`src/rtl/mult_seq_pkg.sv`:
```
// mult_seq_pkg: shared types for the serial multiplier sequencer.
// State encoding and counter-width helper.
package mult_seq_pkg;

  typedef enum logic [1:0] {
    IDLE  = 2'd0,
    CLEAR = 2'd1,
    RUN   = 2'd2,
    DONE  = 2'd3
  } state_t;

  function automatic int log2(input int n);
    int r;
    r = 0;
    while ((1 << r) < n) r++;
    return (r < 1) ? 1 : r;
  endfunction

endpackage

```
`src/rtl/mult_seq_ctrl_if.sv`:
```
// mult_seq_ctrl_if: start/ready request and result bundle.
// master = requester, slave = sequencer.
interface mult_seq_ctrl_if #(
  parameter int M = 8
);

  logic           start;
  logic [M-1:0]   a_in;
  logic [M-1:0]   x_in;
  logic           ready;
  logic           done;
  logic [2*M-1:0] product;

  modport master (
    output start, a_in, x_in,
    input  ready, done, product
  );

  modport slave (
    input  start, a_in, x_in,
    output ready, done, product
  );

endinterface

```
`src/rtl/mult_seq_capture.sv`:
```
// mult_seq_capture: LSB-first serial-to-parallel register.
// After W enabled shifts the first bit sits in q[0].
module mult_seq_capture #(
  parameter int W = 16
) (
  input  logic         clk,
  input  logic         rst,
  input  logic         clr,
  input  logic         en,
  input  logic         din,
  output logic [W-1:0] q
);

  // shift new bits in at the top so earlier bits drift to the LSB
  always_ff @(posedge clk) begin
    if (rst || clr) begin
      q <= '0;
    end else if (en) begin
      q <= {din, q[W-1:1]};
    end
  end

endmodule

```
`src/rtl/mult_seq_ctrl.sv`:
```
// mult_seq_ctrl: sequencer for one bit-serial multiplier.
// Optional accumulator: define MULT_SEQ_ACC_EN.
module mult_seq_ctrl
  import mult_seq_pkg::*;
#(
  parameter int M   = 8,
  parameter int LAT = 1
) (
  input  logic         clk,
  input  logic         rst,
  mult_seq_ctrl_if.slave bus,
  output logic         mul_rst,
  output logic         mul_a,
  output logic [M-1:0] mul_x,
  input  logic         mul_o
`ifdef MULT_SEQ_ACC_EN
  ,
  input  logic           acc_clr,
  output logic [2*M+7:0] acc_out
`endif
);

  localparam int CW = log2(2*M + LAT);
  localparam int AW = log2(M);
  localparam logic [CW-1:0] LAST = CW'(2*M + LAT - 1);
  localparam logic [CW-1:0] LATC = CW'(LAT);
  localparam logic [CW-1:0] MC   = CW'(M);

  state_t        state, state_nxt;
  logic [CW-1:0] cnt, cnt_nxt;
  logic [M-1:0]  a_reg, x_reg;
  logic          accept, cap_en, mul_a_nxt;

  assign accept  = (state == IDLE) && bus.start;
  assign cap_en  = (state == RUN) && (cnt >= LATC);
  assign mul_rst = rst || (state == CLEAR);
  assign mul_x   = x_reg;

  // next state, run counter and next serial bit
  always_comb begin
    state_nxt = state;
    cnt_nxt   = '0;
    mul_a_nxt = 1'b0;
    unique case (state)
      IDLE:  if (bus.start) state_nxt = CLEAR;
      CLEAR: state_nxt = RUN;
      RUN: begin
        if (cnt == LAST) state_nxt = DONE;
        else cnt_nxt = cnt + 1'b1;
      end
      DONE:  state_nxt = IDLE;
      default: state_nxt = IDLE;
    endcase
    if (state_nxt == RUN && cnt_nxt < MC)
      mul_a_nxt = a_reg[cnt_nxt[AW-1:0]];
  end

  // state, operands and registered handshake outputs
  always_ff @(posedge clk) begin
    if (rst) begin
      state     <= IDLE;
      cnt       <= '0;
      a_reg     <= '0;
      x_reg     <= '0;
      mul_a     <= 1'b0;
      bus.ready <= 1'b1;
      bus.done  <= 1'b0;
    end else begin
      state     <= state_nxt;
      cnt       <= cnt_nxt;
      mul_a     <= mul_a_nxt;
      bus.ready <= (state_nxt == IDLE);
      bus.done  <= (state_nxt == DONE);
      if (accept) begin
        a_reg <= bus.a_in;
        x_reg <= bus.x_in;
      end
    end
  end

  mult_seq_capture #(
    .W (2*M)
  ) u_capture (
    .clk (clk),
    .rst (rst),
    .clr (accept),
    .en  (cap_en),
    .din (mul_o),
    .q   (bus.product)
  );

`ifdef MULT_SEQ_ACC_EN
  logic           clr_q;
  logic [2*M+7:0] acc, acc_base;

  assign acc_base = clr_q ? '0 : acc;
  assign acc_out  = acc;

  // fold each finished product into the running sum
  always_ff @(posedge clk) begin
    if (rst) begin
      clr_q <= 1'b0;
      acc   <= '0;
    end else begin
      if (accept) clr_q <= acc_clr;
      if (state == DONE)
        acc <= acc_base + (2*M+8)'(bus.product);
    end
  end
`endif

endmodule

```
`src/flat_wrapper.sv`:
```
// flat-port wrapper written by rule: the top's interface ports become plain ports
module mult_seq_ctrl_flat import mult_seq_pkg::*;
#(
  parameter int M   = 8,
  parameter int LAT = 1
)
  (clk, rst, mul_rst, mul_a, mul_x, mul_o, bus_start, bus_a_in, bus_x_in, bus_ready, bus_done, bus_product);
  mult_seq_ctrl_if #(.M(M)) bus_i ();
  input  logic clk;
  input  logic rst;
  output logic mul_rst;
  output logic mul_a;
  output logic [M-1:0] mul_x;
  input  logic mul_o;
  input wire logic [$bits(bus_i.start)-1:0] bus_start;
  input wire logic [$bits(bus_i.a_in)-1:0] bus_a_in;
  input wire logic [$bits(bus_i.x_in)-1:0] bus_x_in;
  output wire logic [$bits(bus_i.ready)-1:0] bus_ready;
  output wire logic [$bits(bus_i.done)-1:0] bus_done;
  output wire logic [$bits(bus_i.product)-1:0] bus_product;
  assign bus_i.start = bus_start;
  assign bus_i.a_in = bus_a_in;
  assign bus_i.x_in = bus_x_in;
  assign bus_ready = bus_i.ready;
  assign bus_done = bus_i.done;
  assign bus_product = bus_i.product;
  mult_seq_ctrl #(.M(M), .LAT(LAT)) u_core (.clk(clk), .rst(rst), .bus(bus_i), .mul_rst(mul_rst), .mul_a(mul_a), .mul_x(mul_x), .mul_o(mul_o));
endmodule
```
`config.mk`:
```
export PLATFORM = sky130hd
export DESIGN_NAME = mult_seq_ctrl_flat
export DESIGN_NICKNAME = d
export VERILOG_FILES = /design/src/rtl/mult_seq_pkg.sv /design/src/rtl/mult_seq_ctrl_if.sv /design/src/rtl/mult_seq_capture.sv /design/src/rtl/mult_seq_ctrl.sv /design/src/flat_wrapper.sv
export SDC_FILE = /design/constraint.sdc
export NUM_CORES = 1
export LEC_CHECK = 0
export CORE_MARGIN = 2
export CORE_UTILIZATION = 47
export DETAILED_ROUTE_END_ITERATION = 10
export GPL_ROUTABILITY_DRIVEN = 0
export PLACE_DENSITY = 0.87
export SYNTH_ARGS = -nofsm -noshare
export SYNTH_HDL_FRONTEND = slang
export SYNTH_SLANG_ARGS = --single-unit
export TNS_END_PERCENT = 100
```
`constraint.sdc`:
```
create_clock -name clk -period 2.2 [get_ports clk]
set_clock_uncertainty 0.1 [all_clocks]
set_input_delay 0.44 -clock clk [delete_from_list [all_inputs] [get_ports clk]]
set_output_delay 0.44 -clock clk [all_outputs]
set_load 0.02 [all_outputs]
```
# After elaboration in Yosys (flattened, before gate mapping)
# Cells that the tools add are included.
# W data, S select, Z words.
dict set report totals {
  in_bits 20
  register_bits 42
  word_cells 34
  output_inout_bits 28
}
dict set report classes {
  add_sub_neg 1
  n_reduce_logical 8
  n_eq_ne 6
  mux 7
  magnitude_cmp 3
  bitwise_logic 1
}
# operator count
set op_table {}
lappend op_table {{$mux W5} 2}
lappend op_table {{$eq A2 B2 Y1 const B} 4}
lappend op_table {{$pmux W2 S4} 1}
lappend op_table {{$add A5 B1 Y5 const B} 1}
lappend op_table {{$eq A5 B5 Y1 const B} 1}
lappend op_table {{$ge A5 B1 Y1 const B} 1}
lappend op_table {{$lt A5 B4 Y1 const B} 1}
lappend op_table {{$logic_not A2 Y1} 2}
lappend op_table {{$lt A3 B4 Y1 const B} 1}
lappend op_table {{$mux W2} 2}
lappend op_table {{$bmux W1 S3} 1}
lappend op_table {{$logic_and A1 B1 Y1} 3}
lappend op_table {{$eq A2 B1 Y1 const B} 1}
lappend op_table {{$logic_or A1 B1 Y1} 2}
lappend op_table {{$reduce_or A2 Y1} 1}
lappend op_table {{$mux W1} 1}
lappend op_table {{$not A1 Y1} 1}

# Longest topological paths before layout
# Gate-level depths: netlist (run 1).
dict set report depth {
  depth_word 7
  ltp_mapped 7
  ltp_nobuf 6
}

# Cells and area by module
# Synthesis (run 1) repeated with hierarchy kept, for this count alone.
dict set report unflattened {
  hier_cells 187
  area_unflattened_um2 1740.4
}
# mod cells_each seq_area_each_um2 area_each_um2 n_inst
set modules_own_cells {}
lappend modules_own_cells {mult_seq_ctrl 134 520.5 1158.6 1}
lappend modules_own_cells {mult_seq_capture 53 320.3 581.8 1}

# Least setup slack after synthesis (run 1)
# Ideal clock, no wire load.
dict set report synth_timing {
  kind {flip-flop to flip-flop}
  from {reg u_core.cnt[0]}
  to {reg u_core.u_capture.q[10]}
  required_time_ns 1.972
  stages_incl_launch_ff 6
  setup_slack_ns 0.269
  arrival_time_ns 1.704
  path_cell_list {dfxtp_1 > or4_4 > o31ai_4 > buf_8 > mux2i_1 > nor2_1}
}
dict set report synth_via {
  elab_chain_cells 2
}
# item line
set synth_rtl {}
lappend synth_rtl {{start: declaration} mult_seq_ctrl.sv:30} ;# logic [CW-1:0] cnt, cnt_nxt;
lappend synth_rtl {{start signal: assignment} mult_seq_ctrl.sv:70} ;# cnt <= cnt_nxt;
lappend synth_rtl {{$ge A5 B1 Y1} mult_seq_ctrl.sv:35} ;# assign cap_en = (state == RUN) && (cnt >= LATC);
lappend synth_rtl {{$logic_and A1 B1 Y1} mult_seq_ctrl.sv:35}
lappend synth_rtl {{end signal: assignment} mult_seq_capture.sv:19} ;# q <= {din, q[W-1:1]};
lappend synth_rtl {{end: declaration} mult_seq_capture.sv:11} ;# output logic [W-1:0] q
# No other way between the ends.
# A chain may end at the register's enable or synchronous reset.

# Final worst setup path (run 1)
dict set report layout_timing {
  from {reg u_core.cnt[1]}
  to {reg u_core.mul_a}
}
dict set report layout_via {
  elab_chain_cells 7
  elab_cells_between_ends 13
  cone_classes {add/sub: 1; order compare: 1; eq/ne: 2; mux: 6; bitwise: 1; reduce/logical: 2}
}
# item line
set layout_rtl {}
lappend layout_rtl {{$add A5 B1 Y5 / $eq A5 B5 Y1 (equally long branches)} {mult_seq_ctrl.sv:49, mult_seq_ctrl.sv:48}}
lappend layout_rtl {{$mux W5 / $mux W2 (equally long branches)} mult_seq_ctrl.sv:48} ;# if (cnt == LAST) state_nxt = DONE;
lappend layout_rtl {{$mux W5 / $pmux W2 S4 (equally long branches)} mult_seq_ctrl.sv:44} ;# unique case (state)
lappend layout_rtl {{$lt A5 B4 Y1 / $eq A2 B2 Y1 (equally long branches)} mult_seq_ctrl.sv:54} ;# if (state_nxt == RUN && cnt_nxt < MC)
lappend layout_rtl {{$logic_and A1 B1 Y1} mult_seq_ctrl.sv:54}
lappend layout_rtl {{$not A1 Y1 (no line)} -}
lappend layout_rtl {{$reduce_or A2 Y1 (no line)} -}
lappend layout_rtl {{end signal: assignment} mult_seq_ctrl.sv:71} ;# mul_a <= mul_a_nxt;
lappend layout_rtl {{end: declaration} mult_seq_ctrl.sv:13} ;# output logic mul_a,
# Several ways; a longest one is shown, not always the timed one. The select of a mux whose other input is x is not followed.

==> results by group, run 1 <==
Run status
  – Outcome: finished, final reports clean

Floorplanning
  – Initial core utilization: 0.483
  – I/O pin total: 48
  – Die width: 64.9 microns
  – Die Area: 4210 sq um
  – Die Ht: 64.9 microns
  – Num rows: 22
  – Core area: 3610 sq um

Setup path
  – Worst setup SP type: register
  – CP max stage cell: or4bb_1
  – CP endpoint kind: register
  – CP Class: reg -> reg
  – CP delay by family, top: compound AO/OA/AOI/OAI gates
  – Critical Path AT: 2.13 ns
  – Worst Path Required: 2.29 ns
  – Crit path max fanout: 4
  – Flop-to-flop setup slack: 0.15 ns
  – CP Buf/Inv Count: 1
  – CP peak stage delay: 0.57 ns
  – Critical Path, Cell by Cell: inv_1 > ha_1 > or4bb_1 > a221oi_2 > a221oi_1 > o2111a_1

CTS
  – Clock sink count: 42
  – Post-CTS setup buffers: 0
  – CTS H-tree lvls: 2
  – TritonCTS buffer count: 5
  – Root buf cell: clkbuf_8
  – CTS tree: done
  – Worst-Skew Late Latency: 0.29 ns
  – Clock-pin slew on the worst setup and hold paths: 0.08 ns
  – Max clock buf depth: 2

Synth
  – Synthesized area per cell: 9.13 sq um
  – Yosys warning count: 0
  – Cells after Synth: 191
  – Syn nets: 218
  – Seq cells post-synth: 42
  – Ys async rst share: 0
  – Post-Syn Area: 1740 sq um
  – Number of synthesized flops with an enable pin: 0
  – Top FF cell, synth: dfxtp_1
  – Unique masters post-synth: 33
  – Seq/Total Area, Yosys: 0.482

Global route
  – Overflow after GRT: 0
  – Largest net degree at the start of global routing: 22
  – Global-route wire length before repair: 5800 microns
  – Vias in the first global route: 1308
  – Initial antenna violation count: 0
  – Gr usage total: 0.180

Drt
  – Initial DRC count: 33
  – Routed len/inst: 11.9 microns
  – First-pass iteration count of the detailed router: 4
  – DRC errors left: 0
  – Via density: 5.12
  – Vias: 1490
  – Post-route ant nets: 0
  – Final wirelength: 3460 microns

Power
  – Power Dens Cells: 900 nW/um^2
  – Final Power: 2.15 mW
  – Leakage power: 1.04 nW
  – Peak VDD IR: 0.000532 V

Placement
  – Post-DP HPWL: 2430 microns
  – Port Buf Inserts: 47

Run
  – Max-cap violations: 0

Final layout
  – Filler cells: 283
  – Footprint of the multi-input gates: 841 sq um
  – Most common cell after layout, fill and taps aside: clkdlybuf4s50_1
  – Commonest non-fill, non-tap cells in the layout: clkdlybuf4s50_1 (46), dfxtp_1 (42), nand2_1 (39)
  – Area grow syn2layout: 36.8%
  – Final Util: 0.661
  – Antenna fix cells: 0
  – Layout cells sized above 1: 0.0700
  – Max reg flops: 16
  – Register area: 841 sq um
  – Nets: 269

Timing
  – Final hold vios: 0
  – Unrepaired setup endpoints after global routing: false
  – Crit share post-route: 0.930
  – Hold Slack: 0.359 ns
  – Slew Viols, Final: 0
  – Setup TNS: 0 ns
  – Final min period: 2.05 ns
  – Max Clock Freq: 489 MHz
  – Slew @ Worst Pin: 0.427 ns
  – Slew headroom: 0.716
  – Final Setup Violations: 0

Worst hold path
  – Hold Path Class: reg -> reg
final timing paths:
| kind | cells after the start | from | endpoint |
|---|---|---|---|
| min reg2reg | 2 | u_core.a_reg[2] | u_core.a_reg[2] |
| max | 6 | u_core.cnt[1] | u_core.mul_a |
| max reg2reg | 6 | u_core.cnt[1] | u_core.mul_a |
| min | 2 | u_core.a_reg[2] | u_core.a_reg[2] |
metal layers:
| metal | share of wire | wire length [microns] | global-route usage | up-vias |
|---|---|---|---|---|
| li1 | - | - | - | 750 |
| met2 | 0.49 | 1690 | 0.290 | 28 |
| met5 | 0 | 0 | 0 | - |
| met3 | 0.041 | 143 | 0.0608 | 9 |
| met1 | 0.45 | 1560 | 0.215 | 703 |
| met4 | 0.020 | 69 | 0.0824 | 0 |
worst reg2reg max path: stages, from the launching register on:
cell,delay (ns)
dfxtp_1,0.34
inv_1,0.08
ha_1,0.20
or4bb_1,0.57
a221oi_2,0.31
a221oi_1,0.08
o2111a_1,0.26
area by class of cell:
class	count	area share
Sequential cell	42	0.353
Multi-Input combinational cell	134	0.353
Inverter	6	0.00944
Tap cell	48	0.0252
Timing Repair Buffer	53	0.216
Clock inverter	1	0.0126
Clock buffer	7	0.0320
cells in the mapped netlist (2+ instances only):
cell	count	area (sq um)
a21oi_1	18	90.1
a221oi_1	2	17.5
and2_1	2	12.5
and3_1	3	18.8
clkbuf_1	8	30.0
dfxtp_1	42	841
ha_1	7	87.6
inv_1	6	22.5
mux2i_1	17	170
nand2_1	39	146
nand2b_1	5	31.3
nor2_1	18	67.6
nor2b_1	2	12.5
nor3_1	2	10.0
o21ai_0	2	10.0
stage by stage:
step,std cells,cell area (sq um),setup WS (ns)
finish,291,2380,0.153
global route,291,2380,0.0276
CTS,291,2380,0.122
detailed placement,283,2270,-0.0169
global placement,283,2270,-0.0145
floorplan,191,1740,0.269
cells by family after synthesis:
logic type | share of synthesized area
simple gates | 0.209
flops | 0.482
compound gates | 0.117
mux | 0.0976
buf+inv | 0.0388
fa+ha+maj | 0.0502
xor+xnor | 0.00503
report_power, final:
part	internal [mW]	total, mW	switching (mW)
logic	0.294	0.663	0.369
clock network	0.339	0.590	0.251
registers	0.848	0.893	0.0456
total	1.48	2.15	0.665
repair_timing:
item | CTS | global route
endpoints found under the setup margin | 1 | 1
hold buffers | 0 | 0
resized for setup | 1 | 1
pin swaps | 0 | 0
(Power assumes the default switching activity.)
==> run 2, diff against run 1 <==
REMOVE_ABC_BUFFERS = 1   (was not set)
SETUP_SLACK_MARGIN = 0.5   (was not set)
clock period = 2.1 ns   (was 2.2 ns; I/O delays follow)
==> results by group, run 2 (synthesized netlist as in run 1, its figures left out) <==
Drt
  – First-pass iteration count of the detailed router: 4
  – Via density: 5.10
  – Final wirelength: 4030 microns
  – Vias: 1535
  – DRC errors left: 0
  – Initial DRC count: 64
  – Post-route ant nets: 0
  – Routed len/inst: 13.4 microns

Final layout
  – Commonest non-fill, non-tap cells in the layout: nand2_1 (39), dfxtp_1 (38), dlygate4sd2_1 (28)
  – Nets: 279
  – Final Cell Area: 2570 sq um
  – Max reg flops: 16
  – Final Util: 0.712
  – Most common cell after layout, fill and taps aside: nand2_1
  – Antenna fix cells: 0
  – Layout cells sized above 1: 0.178
  – Area grow syn2layout: 47.4%
  – Fin cells: 301

Floorplanning
  – Initial core utilization: 0.483
  – I/O pin total: 48
  – Die Ht: 64.9 microns
  – Core area: 3610 sq um
  – Num rows: 22
  – Die Area: 4210 sq um
  – Die width: 64.9 microns

Placement
  – Number of placed instances, taps included: 285
  – Post-DP HPWL: 2550 microns
  – Area post-placement: 2310 sq um
  – Port Buf Inserts: 47

Setup path
  – Worst setup SP type: register
  – CP Class: reg -> reg
  – CP endpoint kind: register
  – Crit path max fanout: 8
  – Depth of the most critical reg-to-reg path: 7
  – CP max stage cell: or4_4
  – Crit path top cell by count: buf_6
  – Worst Path Required: 2.18 ns
  – CP peak stage delay: 0.51 ns
  – Critical Path, Cell by Cell: buf_6 > or4_4 > o31ai_4 > buf_6 > buf_16 > mux2i_2 > nor2_1
  – RR Startpoint: u_core.cnt[0]
  – CP Launch Point: u_core.cnt[0]
  – Critical Path AT: 2.03 ns

Run
  – Max-cap violations: 0

Timing
  – Final hold vios: 0
  – Max Clock Freq: 513 MHz
  – Final min period: 1.95 ns
  – Unrepaired setup endpoints after global routing: true
  – Slew headroom: 0.646
  – Hold Slack: 0.353 ns
  – Slew @ Worst Pin: 0.524 ns
  – Final Setup Violations: 0
  – Slew Viols, Final: 0
  – Crit share post-route: 0.928

CTS
  – TritonCTS buffer count: 5
  – Hold buffers post-CTS: 0
  – CTS H-tree lvls: 2
  – Root buf cell: clkbuf_8
  – Max clock buf depth: 2
  – Worst-Skew Late Latency: 0.29 ns
  – CTS tree: done
  – Clock-pin slew on the worst setup and hold paths: 0.08 ns
  – Clock sink count: 42

Global route
  – Global-route wire length before repair: 6620 microns
  – Initial antenna violation count: 0
  – Largest net degree at the start of global routing: 22
  – Vias in the first global route: 1478
  – Overflow after GRT: 0
  – Gr usage total: 0.204

Run status
  – Outcome: finished, final reports clean

Worst hold path
  – Hold Path Class: reg -> reg
  – HP Start: u_core.mul_x[3]
  – Cell count of the worst hold path: 2

Power
  – Power Dens Cells: 986 nW/um^2
  – Leakage power: 1.24 nW
  – Final Power: 2.53 mW
  – Peak VDD IR: 0.000705 V
-- run 2: where the power goes --
part	switching (mW)	internal, mW	total (mW)
Sequential	0.0528	0.893	0.945
Clock	0.278	0.507	0.785
Combinational	0.431	0.370	0.802
Total	0.762	1.77	2.53
-- run 2: layer usage --
layer / up-vias / GRT usage / routed length [microns] / share of wire
li1: 769 / - / - / -
met1: 724 / 0.245 / 1790 / 0.44
met2: 36 / 0.339 / 2000 / 0.50
met3: 6 / 0.0521 / 176 / 0.044
met4: 0 / 0.0984 / 68 / 0.017
met5: - / 0 / 0 / 0
-- run 2: layout make-up --
class	instances	area [sq um]
fill	270	1040
multi-input combinational	134	888
sequential	42	846
timing repair buffer	63	609
clock buffer	6	82.6
clock inverter	2	60.1
tap	48	60.1
inverter	6	22.5
-- run 2: final timing paths --
kind | to | slack, ns
worst max register to register | u_core.u_capture.q[3] | 0.15
worst min register to register | u_core.mul_x[3] | 0.35
worst min-delay path | u_core.mul_x[3] | 0.35
worst max-delay path | u_core.u_capture.q[3] | 0.15
-- run 2: critical path: cells and delay by family, from the launching register on --
kind                   cells  cell delay [ns]
AO/OA/AOI/OAI              1             0.21
buffers and inverters      3             0.39
flip-flops                 1             0.33
multiplexers               1             0.23
AND/OR/NAND/NOR            2             0.58
-- run 2: repair_timing --
item / CTS / global route
gates cloned: 1 / 0
endpoints found under the setup margin: 48 / 22
gates resized for setup: 47 / 11
pin swaps: 4 / 1
setup buffers: 6 / 1
-- run 2: stage by stage --
step	setup slack [ns]	setup TNS, ns
final	0.151	0
after global routing	0.110	0
after CTS	0.190	0
after detailed placement	-0.186	-0.186
after global placement	-0.174	-0.174
after floorplan	0.0113	0
==> run 3, diff against run 2 <==
TNS_END_PERCENT = 10   (was 100)
==> results by group, run 3 (synthesized netlist as in run 1, its figures left out) <==
Placement
  – Port Buf Inserts: 47
  – Post-DP HPWL: 2550 microns
  – Post-Place Setup Slack: -0.186 ns

Drt
  – Final wirelength: 3940 microns
  – DRC errors left: 0
  – Via density: 5.02
  – First-pass iteration count of the detailed router: 4
  – Initial DRC count: 61
  – Routed len/inst: 13.1 microns
  – Vias: 1507
  – Post-route ant nets: 0

Final layout
  – Nets: 278
  – Layout cells sized above 1: 0.175
  – Max reg flops: 16
  – Area grow syn2layout: 47.9%
  – Commonest non-fill, non-tap cells in the layout: clkdlybuf4s50_1 (45), nand2_1 (39), dfxtp_1 (39)
  – Antenna fix cells: 0
  – Most common cell after layout, fill and taps aside: clkdlybuf4s50_1
  – Filler cells: 266

Floorplanning
  – I/O pin total: 48
  – Initial core utilization: 0.483
  – Num rows: 22
  – Die Area: 4210 sq um
  – Core area: 3610 sq um
  – Die width: 64.9 microns
  – Die Ht: 64.9 microns

Global route
  – Initial antenna violation count: 0
  – Overflow after GRT: 0
  – Vias in the first global route: 1401
  – Global-route wire length before repair: 6310 microns
  – Largest net degree at the start of global routing: 22
  – Gr usage total: 0.195

Timing
  – Final min period: 1.94 ns
  – Worst setup margin: 0.156 ns
  – Final hold vios: 0
  – Max Clock Freq: 514 MHz
  – Final Setup Violations: 0
  – Crit share post-route: 0.926
  – Slew headroom: 0.737
  – Slew Viols, Final: 0
  – Setup TNS: 0 ns
  – Slew @ Worst Pin: 0.389 ns
  – Unrepaired setup endpoints after global routing: true

Power
  – Leakage power: 1.12 nW
  – Power Dens Cells: 987 nW/um^2
  – Peak VDD IR: 0.000708 V

Setup path
  – CP endpoint kind: register
  – Crit path max fanout: 4
  – Worst setup SP type: register
  – CP Class: reg -> reg
  – Critical Path AT: 2.03 ns
  – Worst Path Required: 2.19 ns
  – Flop-to-flop setup slack: 0.16 ns

Run
  – Max-cap violations: 0

CTS
  – TritonCTS buffer count: 5
  – CTS tree: done
  – CTS H-tree lvls: 2
  – Worst-Skew Late Latency: 0.29 ns
  – Hold buffers post-CTS: 0
  – Max clock buf depth: 2
  – Clock sink count: 42
  – Clock-pin slew on the worst setup and hold paths: 0.08 ns
  – Root buf cell: clkbuf_8

Worst hold path
  – Hold Path Class: reg -> reg

Run status
  – Outcome: finished, final reports clean
-- run 3: area by class of cell --
cell class              count  area [sq um]  share of cell area
well taps                  48          60.1              0.0233
repair buffers             62           602               0.233
multi-input cells         134           903               0.350
clock buffers               6          82.6              0.0320
clock inverters             2          60.1              0.0233
flip-flops and latches     42           845               0.328
inverters                   6          25.0             0.00971
-- run 3: routing by layer --
metal / wire length [microns] / GRT usage / part of all wire / vias up
met5: 0 / 0 / 0 / -
met4: 71 / 0.0931 / 0.018 / 0
met3: 193 / 0.0521 / 0.049 / 6
met2: 1940 / 0.323 / 0.49 / 38
met1: 1740 / 0.233 / 0.44 / 700
li1: - / - / - / 763
-- run 3: path summary, 6_finish.rpt --
path | startpoint | endpoint | cells after the start
worst min-delay path | u_core.mul_x[3] | u_core.mul_x[3] | 2
worst min register to register | u_core.mul_x[3] | u_core.mul_x[3] | 2
worst max register to register | u_core.cnt[0] | u_core.mul_a | 7
worst max-delay path | u_core.cnt[0] | u_core.mul_a | 7
-- run 3: repair_timing --
item | CTS | global route
setup buffers | 3 | 4
endpoints found under the setup margin | 48 | 49
resized for setup | 16 | 11
pin swaps | 4 | 3
-- run 3: worst max-delay path, stage by stage, from the launching register on --
cell and delay (ns):
dfxtp_2 0.33, buf_4 0.13, inv_4 0.05, ha_4 0.13, or4bb_4 0.49, a221oi_2 0.30
a221oi_2 0.06, o2111a_1 0.24
-- run 3: per-stage QoR --
stage / util / area [sq um] / hold slack [ns] / power, mW / std cells
detailed placement: 0.642 / 2310 / 0.347 / 1.68 / 285
global placement: 0.642 / 2310 / 0.341 / 1.66 / 285
global route: 0.715 / 2580 / 0.380 / 2.68 / 300
finish: 0.715 / 2580 / 0.356 / 2.54 / 300
CTS: 0.695 / 2500 / 0.358 / 2.49 / 296
floorplan: - / 1700 / 0.326 / 1.37 / 182
-- run 3: where the power goes --
group,total (mW),switching [mW],internal [mW],leakage (nW)
sequential,0.940,0.0508,0.889,0.343
combinational,0.817,0.430,0.387,0.702
clock,0.786,0.279,0.507,0.0714
